$ cat src/rtl/wb_stage_if.sv
// wb_stage_if: MEM -> WB stage bus.
//   Carries the MEM-stage instruction fields, the stall/flush controls and the
//   write-back results (register-file write port, EX forwarding bus, misalign trap).
//   master: MEM stage / pipeline control side (drives in_*, wb_stall, wb_flush).
//   slave : wb_stage_pipe (drives rf_*, fwd_*, misalign).
// Parameters: DATA_W datapath width, REG_AW register address width.
interface wb_stage_if #(
    parameter int unsigned DATA_W = 32,
    parameter int unsigned REG_AW = 5
);
    logic              in_valid;
    logic              in_regwrite;
    logic [1:0]        in_wb_sel;
    logic [1:0]        in_mem_size;
    logic              in_mem_uns;
    logic [1:0]        in_addr_lo;
    logic [DATA_W-1:0] in_alu;
    logic [DATA_W-1:0] in_mem;
    logic [DATA_W-1:0] in_link;
    logic [REG_AW-1:0] in_rd;
    logic              wb_stall;
    logic              wb_flush;

    logic              rf_we;
    logic [REG_AW-1:0] rf_waddr;
    logic [DATA_W-1:0] rf_wdata;
    logic              fwd_valid;
    logic [REG_AW-1:0] fwd_rd;
    logic [DATA_W-1:0] fwd_data;
    logic              misalign;

    modport master (
        output in_valid, in_regwrite, in_wb_sel, in_mem_size, in_mem_uns, in_addr_lo,
        output in_alu, in_mem, in_link, in_rd, wb_stall, wb_flush,
        input  rf_we, rf_waddr, rf_wdata, fwd_valid, fwd_rd, fwd_data, misalign
    );

    modport slave (
        input  in_valid, in_regwrite, in_wb_sel, in_mem_size, in_mem_uns, in_addr_lo,
        input  in_alu, in_mem, in_link, in_rd, wb_stall, wb_flush,
        output rf_we, rf_waddr, rf_wdata, fwd_valid, fwd_rd, fwd_data, misalign
    );
endinterface

$ cat src/rtl/wb_stage_pipe.sv
// wb_stage_pipe: registered MEM/WB stage plus write-back unit.
//   Captures MEM-stage results, extends loads by size/byte lane (little-endian),
//   selects ALU / memory / link data and drives the register-file write port and
//   the EX forwarding bus. Supports stall, flush, a misaligned-load trap and a
//   single write pulse per instruction across stalls.
// Ports:
//   clk        rising-edge clock
//   rst_n      asynchronous active-low reset
//   bus        wb_stage_if.slave (in_*, wb_stall, wb_flush in; rf_*, fwd_*, misalign out)
//   retire_cnt retired-instruction counter (only with WB_RETIRE_CNT_EN)
// Configuration macro: WB_RETIRE_CNT_EN adds the retire_cnt port and counter.
// Load extension assumes DATA_W == 32.
module wb_stage_pipe #(
    parameter int unsigned DATA_W = 32,
    parameter int unsigned REG_AW = 5,
    parameter int unsigned CNT_W  = 32
) (
    input  logic             clk,
    input  logic             rst_n,
    wb_stage_if.slave        bus
`ifdef WB_RETIRE_CNT_EN
    ,
    output logic [CNT_W-1:0] retire_cnt
`endif
);
    localparam logic [1:0] SelAlu  = 2'b00;
    localparam logic [1:0] SelMem  = 2'b01;
    localparam logic [1:0] SelLink = 2'b10;

    localparam logic [1:0] SizeByte = 2'b00;
    localparam logic [1:0] SizeHalf = 2'b01;

    logic              valid_q;
    logic              fired_q;
    logic              regwrite_q;
    logic [1:0]        sel_q;
    logic [1:0]        size_q;
    logic              uns_q;
    logic [1:0]        addr_q;
    logic [DATA_W-1:0] alu_q;
    logic [DATA_W-1:0] mem_q;
    logic [DATA_W-1:0] link_q;
    logic [REG_AW-1:0] rd_q;

    // Priority: flush > stall > load.
    always_ff @(posedge clk or negedge rst_n) begin
        if (!rst_n) begin
            valid_q    <= 1'b0;
            fired_q    <= 1'b0;
            regwrite_q <= 1'b0;
            sel_q      <= '0;
            size_q     <= '0;
            uns_q      <= 1'b0;
            addr_q     <= '0;
            alu_q      <= '0;
            mem_q      <= '0;
            link_q     <= '0;
            rd_q       <= '0;
        end else if (bus.wb_flush) begin
            valid_q <= 1'b0;
            fired_q <= 1'b0;
        end else if (bus.wb_stall) begin
            // The held instruction has already had its one cycle on the write port.
            if (valid_q) begin
                fired_q <= 1'b1;
            end
        end else begin
            valid_q    <= bus.in_valid;
            fired_q    <= 1'b0;
            regwrite_q <= bus.in_regwrite;
            sel_q      <= bus.in_wb_sel;
            size_q     <= bus.in_mem_size;
            uns_q      <= bus.in_mem_uns;
            addr_q     <= bus.in_addr_lo;
            alu_q      <= bus.in_alu;
            mem_q      <= bus.in_mem;
            link_q     <= bus.in_link;
            rd_q       <= bus.in_rd;
        end
    end

    logic is_mem;
    logic misalign_cond;
    logic writes_reg;

    // Size 11 is treated as a word access.
    assign is_mem        = (sel_q == SelMem);
    assign misalign_cond = is_mem &
                           (((size_q == SizeHalf) & addr_q[0]) |
                            (size_q[1] & (addr_q != 2'b00)));
    assign writes_reg    = valid_q & regwrite_q & (rd_q != '0);

    logic [7:0]        byte_lane;
    logic [15:0]       half_lane;
    logic [DATA_W-1:0] load_ext;

    always_comb begin
        byte_lane = 8'h00;
        half_lane = addr_q[1] ? mem_q[31:16] : mem_q[15:0];
        load_ext  = mem_q;
        unique case (addr_q)
            2'b00: byte_lane = mem_q[7:0];
            2'b01: byte_lane = mem_q[15:8];
            2'b10: byte_lane = mem_q[23:16];
            2'b11: byte_lane = mem_q[31:24];
            default: byte_lane = mem_q[7:0];
        endcase
        if (size_q == SizeByte) begin
            load_ext = {{(DATA_W-8){byte_lane[7] & ~uns_q}}, byte_lane};
        end else if (size_q == SizeHalf) begin
            load_ext = {{(DATA_W-16){half_lane[15] & ~uns_q}}, half_lane};
        end
    end

    logic [DATA_W-1:0] wdata;

    always_comb begin
        wdata = alu_q;
        case (sel_q)
            SelAlu:  wdata = alu_q;
            SelMem:  wdata = load_ext;
            SelLink: wdata = link_q;
            default: wdata = alu_q;  // reserved encoding behaves as ALU
        endcase
    end

    assign bus.rf_we     = writes_reg & ~fired_q & ~misalign_cond;
    assign bus.rf_waddr  = rd_q;
    assign bus.rf_wdata  = wdata;
    assign bus.fwd_valid = writes_reg & ~misalign_cond;
    assign bus.fwd_rd    = rd_q;
    assign bus.fwd_data  = wdata;
    assign bus.misalign  = valid_q & misalign_cond & ~fired_q;

`ifdef WB_RETIRE_CNT_EN
    logic [CNT_W-1:0] retire_cnt_q;

    // Counts every retiring instruction, including non-writing ones; trapped loads excluded.
    always_ff @(posedge clk or negedge rst_n) begin
        if (!rst_n) begin
            retire_cnt_q <= '0;
        end else if (valid_q & ~fired_q & ~bus.misalign) begin
            retire_cnt_q <= retire_cnt_q + CNT_W'(1);
        end
    end

    assign retire_cnt = retire_cnt_q;
`endif
endmodule
$ cat src/flat_wrapper.sv
// flat-port wrapper written by rule: the top's interface ports become plain ports
module wb_stage_pipe_flat 
#(
    parameter int unsigned DATA_W = 32,
    parameter int unsigned REG_AW = 5,
    parameter int unsigned CNT_W  = 32
)
  (clk, rst_n, bus_in_valid, bus_in_regwrite, bus_in_wb_sel, bus_in_mem_size, bus_in_mem_uns, bus_in_addr_lo, bus_in_alu, bus_in_mem, bus_in_link, bus_in_rd, bus_wb_stall, bus_wb_flush, bus_rf_we, bus_rf_waddr, bus_rf_wdata, bus_fwd_valid, bus_fwd_rd, bus_fwd_data, bus_misalign);
  wb_stage_if #(.DATA_W(DATA_W), .REG_AW(REG_AW)) bus_i ();
  input  logic clk;
  input  logic rst_n;
  input wire logic [$bits(bus_i.in_valid)-1:0] bus_in_valid;
  input wire logic [$bits(bus_i.in_regwrite)-1:0] bus_in_regwrite;
  input wire logic [$bits(bus_i.in_wb_sel)-1:0] bus_in_wb_sel;
  input wire logic [$bits(bus_i.in_mem_size)-1:0] bus_in_mem_size;
  input wire logic [$bits(bus_i.in_mem_uns)-1:0] bus_in_mem_uns;
  input wire logic [$bits(bus_i.in_addr_lo)-1:0] bus_in_addr_lo;
  input wire logic [$bits(bus_i.in_alu)-1:0] bus_in_alu;
  input wire logic [$bits(bus_i.in_mem)-1:0] bus_in_mem;
  input wire logic [$bits(bus_i.in_link)-1:0] bus_in_link;
  input wire logic [$bits(bus_i.in_rd)-1:0] bus_in_rd;
  input wire logic [$bits(bus_i.wb_stall)-1:0] bus_wb_stall;
  input wire logic [$bits(bus_i.wb_flush)-1:0] bus_wb_flush;
  output wire logic [$bits(bus_i.rf_we)-1:0] bus_rf_we;
  output wire logic [$bits(bus_i.rf_waddr)-1:0] bus_rf_waddr;
  output wire logic [$bits(bus_i.rf_wdata)-1:0] bus_rf_wdata;
  output wire logic [$bits(bus_i.fwd_valid)-1:0] bus_fwd_valid;
  output wire logic [$bits(bus_i.fwd_rd)-1:0] bus_fwd_rd;
  output wire logic [$bits(bus_i.fwd_data)-1:0] bus_fwd_data;
  output wire logic [$bits(bus_i.misalign)-1:0] bus_misalign;
  assign bus_i.in_valid = bus_in_valid;
  assign bus_i.in_regwrite = bus_in_regwrite;
  assign bus_i.in_wb_sel = bus_in_wb_sel;
  assign bus_i.in_mem_size = bus_in_mem_size;
  assign bus_i.in_mem_uns = bus_in_mem_uns;
  assign bus_i.in_addr_lo = bus_in_addr_lo;
  assign bus_i.in_alu = bus_in_alu;
  assign bus_i.in_mem = bus_in_mem;
  assign bus_i.in_link = bus_in_link;
  assign bus_i.in_rd = bus_in_rd;
  assign bus_i.wb_stall = bus_wb_stall;
  assign bus_i.wb_flush = bus_wb_flush;
  assign bus_rf_we = bus_i.rf_we;
  assign bus_rf_waddr = bus_i.rf_waddr;
  assign bus_rf_wdata = bus_i.rf_wdata;
  assign bus_fwd_valid = bus_i.fwd_valid;
  assign bus_fwd_rd = bus_i.fwd_rd;
  assign bus_fwd_data = bus_i.fwd_data;
  assign bus_misalign = bus_i.misalign;
  wb_stage_pipe #(.DATA_W(DATA_W), .REG_AW(REG_AW), .CNT_W(CNT_W)) u_core (.clk(clk), .rst_n(rst_n), .bus(bus_i));
endmodule
$ cat config.mk
export PLATFORM = sky130hd
export DESIGN_NAME = wb_stage_pipe_flat
export DESIGN_NICKNAME = d
export VERILOG_FILES = /design/src/rtl/wb_stage_if.sv /design/src/rtl/wb_stage_pipe.sv /design/src/flat_wrapper.sv
export SDC_FILE = /design/constraint.sdc
export NUM_CORES = 1
export LEC_CHECK = 0
export CAP_MARGIN = 20
export CORE_UTILIZATION = 47
export DETAILED_ROUTE_END_ITERATION = 10
export PLACE_DENSITY_LB_ADDON = 0.12
export SKIP_LAST_GASP = 1
export SLEW_MARGIN = 20
export SYNTH_ARGS = -nofsm -noshare
export SYNTH_HDL_FRONTEND = slang
export SYNTH_SLANG_ARGS = --single-unit
$ cat constraint.sdc
create_clock -name clk -period 2.5 [get_ports clk]
set_input_delay 0.25 -clock clk [delete_from_list [all_inputs] [get_ports clk]]
set_output_delay 0.25 -clock clk [all_outputs]
set_load 0.01 [all_outputs]
Word-level counts from Yosys, hierarchy flattened
Index checks and enable logic that the tools add are counted.
{"block": "totals", "regBits": 111, "elab_cells": 52}
{"block": "classes", "n_eq_ne": 8, "n_mux": 10, "bitwise_logic": 18, "n_reduce_logical": 5}
{"cell": "$mux 32", "n": 2}
{"cell": "$pmux 32 s2", "n": 1}
{"cell": "$pmux 8 s4", "n": 1}
{"cell": "$mux 16", "n": 1}
{"cell": "$and 1x1->1", "n": 12}
{"cell": "$eq 2x1->1 const B", "n": 3}
{"cell": "$eq 2x2->1 const B", "n": 3}
{"cell": "$mux 1", "n": 5}
{"cell": "$not 1->1", "n": 5}
{"cell": "$reduce_bool 5->1", "n": 1}
{"cell": "$logic_not 2->1", "n": 2}
{"cell": "$ne 3x1->1 const B", "n": 1}
{"cell": "$ne 2x1->1 const B", "n": 1}
{"cell": "$reduce_and 2->1", "n": 1}
{"cell": "$reduce_bool 2->1", "n": 1}
{"cell": "$or 1x1->1", "n": 1}

Depth between registers and ports, before layout
Gate-level depths: netlist of the first run.
{"block": "logic_depth", "word_depth": 6, "ltp_mapped": 9}

Least setup slack after synthesis of the first run
Ideal clock, no wire load.
{"block": "synth_timing", "path_kind": "reg2out", "start": "register u_core.sel_q[0]", "end": "output port bus_rf_wdata[13]", "arrival_time_ps": 1926, "t_required_ps": 2250, "path_slack_ps": 324, "stages_incl_launch_ff": 9, "path_buffers": 3, "cell_sequence": "dfrtp_1 inv_1 ha_1 nor2b_1 buf_2 buf_1 o21ai_0 o31ai_1 buf_4"}
{"block": "synth_via", "elab_chain_len": 2, "elab_cells_between_ends": 3, "classes_between": "eq/ne: 2; mux: 1"}
{"element": "start: declaration", "line_no": "wb_stage_pipe.sv:36", "source": "logic [1:0] sel_q;"}
{"element": "start signal: assignment", "line_no": "wb_stage_pipe.sv:71", "source": "sel_q <= bus.in_wb_sel;"}
{"element": "$eq 2x2->1 or $eq 2x1->1 (tied branches)", "line_no": "wb_stage_pipe.sv:119", "source": "case (sel_q)"}
{"element": "$pmux 32 s2 (*)", "line_no": "wb_stage_pipe.sv:119"}
{"element": "end: declaration", "line_no": "flat_wrapper.sv:26", "source": "output wire logic [$bits(bus_i.rf_wdata)-1:0] bus_rf_wdata;"}
Every way passes the cells marked *; elsewhere a longest branch is shown, timed or not.

Worst setup path after layout of the first run
{"block": "layout_timing", "start": "register u_core.addr_q[0]", "end": "output port bus_fwd_data[4]"}
{"block": "layout_via", "elab_chain_len": 4, "elab_cells_between_ends": 7, "classes_between": "eq/ne: 3; mux: 3; reduce/logical: 1"}
{"element": "start: declaration", "line_no": "wb_stage_pipe.sv:39", "source": "logic [1:0] addr_q;"}
{"element": "start signal: assignment", "line_no": "wb_stage_pipe.sv:74", "source": "addr_q <= bus.in_addr_lo;"}
{"element": "$eq 2x2->1 (tied with other cells)", "line_no": "wb_stage_pipe.sv:101", "source": "unique case (addr_q)"}
{"element": "$pmux 8 s4 (*)", "line_no": "wb_stage_pipe.sv:101"}
{"element": "$mux 32 (*)", "line_no": "wb_stage_pipe.sv:108", "source": "if (size_q == SizeByte) begin"}
{"element": "$pmux 32 s2 (*)", "line_no": "wb_stage_pipe.sv:119"}
{"element": "end: declaration", "line_no": "flat_wrapper.sv:29", "source": "output wire logic [$bits(bus_i.fwd_data)-1:0] bus_fwd_data;"}
Marks and branches as above.

==> results.toml, run 1 <==
[run_status]
status = "complete, but fails checks"
violations = "setup timing"

[clocking]
clk_latency_ps = 360
cts_root_buf = "clkbuf_16"
cts.clk_slew.worst_paths_ps = 70
cts_tree = "done"
cts_buffer_depth = 2
h-tree-depth = 3
cts-buffers-inserted = 9
cts_sinks = 111

[synthesis]
synth-seq-area-share_pct = 47.9
synth_top_area_share_pct = 47.9
syn-num-nets = 658
synth_seq_cells = 111
synthCells = 542
synth_edf_count = 0
async_flop_share_pct = 100
synth.distinct_cells = 39
syn_area_um2 = 5790
syn_area_per_cell_um2 = 10.7
ys_top_cells_by_area = "dfrtp_1 48%, mux2_2 17%, buf_4 4.9%"
synth_top_cell_by_area = "dfrtp_1"
yosysWarnings = 0
synthFlopType = "dfrtp_1"

[drt]
antenna_left = 0
drt-initial-drc-count = 374
wirelength_um = 16600
drc = 0
post_drt_via_cell_ratio = 5.58
wire_per_inst_um = 19.4
first_pass_iters = 4
via_count = 4778

[placement]
gp_congestion = 0.917
placement.io_buffers = 190
hpwlAfterDp_um = 12200
dp.cells = 828

[global_routing]
gr-max-usage-layer = "met2"
gr-usage-met2_pct = 44.4
overflow = 0
gr-usage-met3_pct = 6.48
grt_max_degree = 65
grt_pass1_wl_um = 26100
first_global_vias = 4877
antenna_found_initial = 0
use_met1_pct = 34.3
grt_usage_pct = 26.8

[setup_path]
required_ps = 2250
slowest_delay_ps = 570
crit_family = "buffers and inverters"
arrival_ps = 2400
rr_worst_depth = 2
end_kind = "primary output"
cp.depth = 6
startpoint_type = "flop"
worstSetupPathType = "flop to primary output"
path_max_fanout = 13
path_cells = "buf_4 > nand2b_2 > a21oi_1 > o21a_1 > o21ai_2 > clkdlybuf4s50_1"
path_buf_inv = 2
slowest_stage = "clkdlybuf4s50_1"

[floorplanning]
initial_utilization_pct = 48.2
dieArea_um2 = 12800
die_width_um = 113
coreArea_um2 = 12000
die-height_um = 113
ios = 191
num_rows = 40

[min_path]
hp-class = "primary input to async pin"

[sta]
relSlewSlack_pct = 68.0
tightestPinTransition_ps = 480
setup_ws_ps = -152
fin_crit_sh_pct = 106
finalClockSkew_ps = 0.00686
finalHoldViolations = 0
grt_setup_unrepaired = "true"
slew_violations = 0
setup_violations = 32
post-route-min-period_ps = 2650
max_freq_ghz = 0.377

[cells_and_area]
fin_cells = 857
syn2layout_area_growth_pct = 41.3
n_antenna_cell = 0
drive_gt1_share_pct = 26.3
seq_area_um2 = 2780
nNetsFinal = 821
multi_input_area_um2 = 2700
n_fill_cell = 901

[power_and_ir_drop]
powerDensity_nw_per_um2 = 711
p_leak_nw = 3.58
vdd_drop_max_uv = 487
finalPower_mw = 5.82

[job]
drv_cap = 0
## metrics by stage
stage / hold WS, ps / util [%] / TNS (ps) / area (um^2) / worst slack, ps
5_1_grt: 430 / 68.1 / -4130 / 8190 / -222
4_1_cts: 406 / 67.0 / -2890 / 8050 / -212
3_3_place_gp: 240 / 63.8 / -2270 / 7670 / -118
6_report: 395 / 68.1 / -1920 / 8190 / -152
2_1_floorplan: -45.6 / - / 0 / 5790 / 324
3_5_place_dp: 241 / 63.8 / -4050 / 7670 / -180
## Yosys cell counts (3+ instances only)
master and number:
o32ai_1 7, o31ai_1 7, inv_1 3, dfrtp_1 111
nand2b_1 3, buf_1 3, o21a_1 9, nor2_1 49
o211ai_1 8, a21oi_1 40, nand2_1 48, mux2i_1 8
clkbuf_1 16, buf_4 38, buf_2 18, nor4_1 8
mux2_1 19, o21ai_0 13, o21ai_1 26, mux2_2 86
## cell families after synthesis
kind of cell / after synthesis / share of synthesized area, %
adder cells (fa/ha/maj): 2 / 0.432
multiplexers: 115 / 22.3
AO/OA/AOI/OAI: 115 / 12.3
AND/OR/NAND/NOR: 119 / 8.90
flip-flops: 111 / 47.9
buffers and inverters: 80 / 8.16
## final cells by class
class	count	area share [%]
timing repair buffer	228	27.3
multi-input combinational	351	33.0
clock inverter	7	0.611
inverter	4	0.183
clock buffer	9	2.75
sequential	111	33.9
tap	147	2.25
## registers in the layout, indices dropped and copies added, names as in the netlist
signal and cells:
u_core.alu_q 32, u_core.link_q 32, u_core.mem_q 32, u_core.bus.fwd_rd 5, u_core.addr_q 2, u_core.sel_q 2
u_core.size_q 2, u_core.fired_q 1, u_core.regwrite_q 1, u_core.uns_q 1, u_core.valid_q 1
## cells in the final DEF, fill, tap and decap left out, types with 8 or more instances in the layout
cell type          n
clkdlybuf4s50_1  126
dfrtp_1          110
mux2_2            86
nor2_1            48
nand2_1           47
a21oi_1           40
dlygate4sd2_1     34
buf_4             26
mux2_1            19
dlymetal6s2s_1    16
o21ai_1           15
o21ai_2           12
o21ai_0           12
o21a_1             9
clkbuf_16          9
o211ai_1           8
nor4_1             8
mux2i_1            8
buf_2              8
## per-layer routing
metal	vias up	share of wire, %
li1	2193	-
met1	2317	41
met2	231	48
met3	37	7.9
met4	0	3.2
met5	-	0
## timing repair
| action | 4_1_cts | 5_1_grt |
|---|---|---|
| pin swaps | 10 | 9 |
| endpoints found under the setup margin | 64 | 56 |
| hold endpoints to repair | 35 | 0 |
| hold buffers | 1 | 0 |
| gates resized for setup | 100 | 39 |
| gates cloned | 0 | 0 |
| setup buffers | 7 | 6 |
## worst paths after layout
path	end	start	slack, ps
setup / recovery	bus_fwd_data[4]	u_core.addr_q[0]	-150
hold / removal	u_core.link_q[17]	rst_n	400
setup reg to reg	u_core.addr_q[0]	u_core.addr_q[0]	1450
hold reg to reg	u_core.alu_q[2]	u_core.alu_q[2]	490
max in group asynchronous	u_core.alu_q[2]	rst_n	1410
min in group clk	u_core.size_q[0]	bus_in_mem_size[0]	480
## power by group
| part | internal (mW) | switching, mW |
|---|---|---|
| clock | 0.676 | 0.675 |
| combinational | 1.12 | 1.07 |
| sequential | 2.06 | 0.212 |
No activity file was read; power rests on OpenSTA's default activity.
==> inputs of run 2 (changes only) <==
Settings changed: SKIP_CTS_REPAIR_TIMING set to 1.
==> results.toml, run 2 (synthesis results as in run 1) <==
[run_status]
status = "complete, but fails checks"
violations = "setup timing"

[setup_path]
rr_worst_depth = 3
startpoint_type = "flop"
end_kind = "primary output"
required_ps = 2250
path_max_fanout = 5
arrival_ps = 2490
worstSetupPathType = "flop to primary output"

[cells_and_area]
n_fill_cell = 905
finish.utilization_pct = 69.4
nNetsFinal = 815
seq_area_um2 = 2780
final_common_cell = "clkdlybuf4s50_1"
drive_gt1_share_pct = 24.9
syn2layout_area_growth_pct = 44.0
n_antenna_cell = 0
layout_common_cells = "138 x clkdlybuf4s50_1, 110 x dfrtp_1, 86 x mux2_2, 48 x nor2_1, 48 x dlymetal6s2s_1"
largestRegisters = "u_core.alu_q (32), u_core.link_q (32), u_core.mem_q (32)"
multi_input_area_um2 = 2690

[floorplanning]
coreArea_um2 = 12000
dieArea_um2 = 12800
ios = 191
initial_utilization_pct = 48.2
num_rows = 40
die-height_um = 113
die_width_um = 113

[job]
drv_cap = 0

[min_path]
hp-class = "primary input to async pin"

[drt]
antenna_left = 0
drc = 0
drt-initial-drc-count = 445
first_pass_iters = 4
via_count = 4774
wirelength_um = 16800
post_drt_via_cell_ratio = 5.61
wire_per_inst_um = 19.7

[placement]
gp_congestion = 0.917
placement.io_buffers = 190
hpwlAfterDp_um = 12200

[global_routing]
grt_usage_pct = 26.4
overflow = 0
antenna_found_initial = 0
first_global_vias = 4819
grt_max_degree = 65
grt_pass1_wl_um = 25600

[power_and_ir_drop]
finalPower_mw = 5.95
powerDensity_nw_per_um2 = 713
p_leak_nw = 3.86
vdd_drop_max_uv = 473

[sta]
relSlewSlack_pct = 68.1
max_freq_ghz = 0.364
setup_violations = 15
finalClockSkew_ps = 0.0119
fin_crit_sh_pct = 110
post-route-min-period_ps = 2740
tightestPinTransition_ps = 478
finalHoldViolations = 0
grt_setup_unrepaired = "true"
slew_violations = 0
setup_ws_ps = -244

[clocking]
cts_tree = "done"
cts_sinks = 111
cts_buffer_depth = 2
clk_latency_ps = 360
cts.clk_slew.worst_paths_ps = 70
h-tree-depth = 3
cts_root_buf = "clkbuf_16"
cts-buffers-inserted = 9
==> run 2: cell count changes in the layout (fill, tap and decap cells not counted), moves of 2 or more <==
cell / change
buf_12: -2
buf_2: -7
buf_4: -7
buf_6: +2
clkbuf_16: +2
clkbuf_2: -4
clkdlybuf4s50_1: +12
dlygate4sd2_1: -34
dlymetal6s2s_1: +32
inv_1: -2
inv_2: +2
o21ai_0: -2
==> run 2: through the flow <==
stage / setup TNS, ps / worst slack [ps] / hold slack, ps / cell area (um^2) / std cells
final: -2630 / -244 / 394 / 8340 / 851
after global routing: -4490 / -369 / 430 / 8340 / 851
after CTS: -29030 / -572 / -143 / 7940 / 844
after detailed placement: -4050 / -180 / 241 / 7670 / 828
after global placement: -2270 / -118 / 240 / 7670 / 828
after floorplan: 0 / 324 / -45.6 / 5790 / 542
==> run 2: final timing paths <==
check | from | end | slack (ps)
min in group clk | bus_in_mem_size[0] | u_core.size_q[0] | 470
setup reg to reg | u_core.size_q[1] | u_core.size_q[1] | 1450
hold / removal | rst_n | u_core.link_q[17] | 390
max in group asynchronous | rst_n | u_core.alu_q[2] | 1410
setup / recovery | u_core.addr_q[1] | bus_fwd_data[11] | -240
hold reg to reg | u_core.alu_q[2] | u_core.alu_q[2] | 490
==> run 2: power breakdown <==
group          internal, mW  total [mW]  switching, mW  leakage (nW)
Sequential             2.06        2.27          0.217          1.31
Combinational          1.25        2.32           1.07          2.43
Clock                 0.676        1.36          0.680         0.127
Total                  3.98        5.95           1.97          3.86
==> run 2: layout make-up <==
class / instances / share of cell area [%]
clock buffer: 9 / 2.70
timing repair buffer: 222 / 28.8
multi-input combinational: 351 / 32.2
inverter: 4 / 0.180
tap: 147 / 2.20
clock inverter: 7 / 0.600
sequential: 111 / 33.3
==> run 2: per-layer routing <==
layer | wire, um | vias up | GRT usage [%] | share of wire [%]
li1 | - | 2179 | - | -
met4 | 430 | 0 | 9.39 | 2.6
met3 | 1230 | 27 | 6.70 | 7.3
met2 | 8130 | 224 | 43.4 | 48
met1 | 7010 | 2344 | 33.9 | 42
met5 | 0 | - | 0 | 0
==> run 2: worst max-delay path: stages, from the launching register on <==
cell and delay (ps):
dfrtp_2 440, mux2i_2 320, nor3_2 90, a2111oi_4 440, buf_4 250, o31ai_2 100
clkdlybuf4s50_1 500
==> inputs of run 3 (changes only) <==
Settings changed: PLACE_DENSITY set to 0.82, PLACE_DENSITY_LB_ADDON 0.12 to unset, SLEW_MARGIN 20 to 5.
==> results.toml, run 3 (synthesis results as in run 1) <==
[sta]
relSlewSlack_pct = 59.0
setup_violations = 12
fin_crit_sh_pct = 110
slew_violations = 0
holdWs_ps = 442
setup_ws_ps = -255
grt_setup_unrepaired = "true"
finalHoldViolations = 0
finalClockSkew_ps = 0.0527
tightestPinTransition_ps = 615
tns_ps = -2050
max_freq_ghz = 0.363
post-route-min-period_ps = 2750

[drt]
post_drt_via_cell_ratio = 5.68
wirelength_um = 17200
drc = 1
first_pass_iters = 9
via_count = 4867
antenna_left = 0
drt-initial-drc-count = 353
wire_per_inst_um = 20.1

[floorplanning]
initial_utilization_pct = 48.2
ios = 191
die_width_um = 113
die-height_um = 113
dieArea_um2 = 12800
num_rows = 40
coreArea_um2 = 12000

[clocking]
cts-buffers-inserted = 9
h-tree-depth = 3
cts_root_buf = "clkbuf_16"
cts_sinks = 111
cts_buffer_depth = 2
clk_latency_ps = 350
cts_tree = "done"
cts.clk_slew.worst_paths_ps = 80

[global_routing]
antenna_found_initial = 0
overflow = 0
grt_usage_pct = 26.6
grt_pass1_wl_um = 25700
first_global_vias = 4810
grt_max_degree = 79

[power_and_ir_drop]
powerDensity_nw_per_um2 = 726
vdd_drop_max_uv = 414
p_leak_nw = 3.73
finalPower_mw = 5.96

[setup_path]
worstSetupPathType = "flop to primary output"
rr_endpoint = "u_core.addr_q[0]"
slowest_stage = "clkdlybuf4s50_1"
r2r_start = "u_core.addr_q[0]"
arrival_ps = 2500
end_kind = "primary output"
path_cells = "mux2i_4 > o41ai_2 > a22oi_2 > buf_4 > o21ai_2 > clkdlybuf4s50_1"
r2r_slack_ps = 1470
path_max_fanout = 6
startpoint_type = "flop"
crit_family = "buffers and inverters"
slowest_delay_ps = 560
path_buf_inv = 2
required_ps = 2250
rr_worst_depth = 2
worstSetupStartpoint = "u_core.addr_q[1]"

[run_status]
status = "complete, but fails checks"
violations = "DRC, setup timing"

[cells_and_area]
n_antenna_cell = 0
syn2layout_area_growth_pct = 41.7
layout_common_cells = "135 x clkdlybuf4s50_1, 110 x dfrtp_1, 86 x mux2_2, 48 x nor2_1, 47 x nand2_1"
n_fill_cell = 900
nNetsFinal = 821
finish.utilization_pct = 68.4
seq_area_um2 = 2780
multi_input_area_um2 = 2690
largestRegisters = "u_core.alu_q (32), u_core.link_q (32), u_core.mem_q (32)"
final_common_cell = "clkdlybuf4s50_1"
drive_gt1_share_pct = 27.7

[job]
drv_cap = 0

[placement]
gp_congestion = 0.915
placement.io_buffers = 190
hpwlAfterDp_um = 12400

[min_path]
hp-class = "primary input to async pin"
[run 3: worst max-delay path by stage]
stage                                  end  slack (ps)  depth (start not counted)
after floorplan           bus_rf_wdata[13]         320                          8
after global placement    bus_fwd_data[18]        -100                          8
after detailed placement  bus_rf_wdata[18]        -140                          8
after CTS                 bus_rf_wdata[18]        -520                          8
after global routing      bus_fwd_data[29]        -360                          6
final                     bus_fwd_data[29]        -250                          6
[run 3: metal layers]
layer | up-vias | share of wire (%) | track usage (%)
li1 | 2200 | - | -
met1 | 2408 | 41 | 34.6
met4 | 0 | 2.7 | 9.39
met3 | 36 | 6.5 | 4.02
met2 | 223 | 49 | 45.2
met5 | - | 0 | 0
[run 3: through the flow]
stage / instance area, um^2 / std cells / setup WS [ps]
after detailed placement: 7700 / 834 / -139
after floorplan: 5790 / 542 / 324
after CTS: 8000 / 850 / -516
after global placement: 7700 / 834 / -99.0
after global routing: 8210 / 857 / -359
final: 8210 / 857 / -255
[run 3: area by class of cell]
type	instances	area share, %
Clock buffer	9	2.74
Clock inverter	7	0.914
Inverter	4	0.183
Multi-Input combinational cell	351	32.8
Sequential cell	111	33.8
Tap cell	147	2.24
Timing Repair Buffer	228	27.3
[run 3: report_power, final]
group	leakage (nW)	switching (mW)	internal, mW
sequential	1.31	0.224	2.06
combinational	2.27	1.07	1.17
clock	0.147	0.728	0.707
total	3.73	2.03	3.93
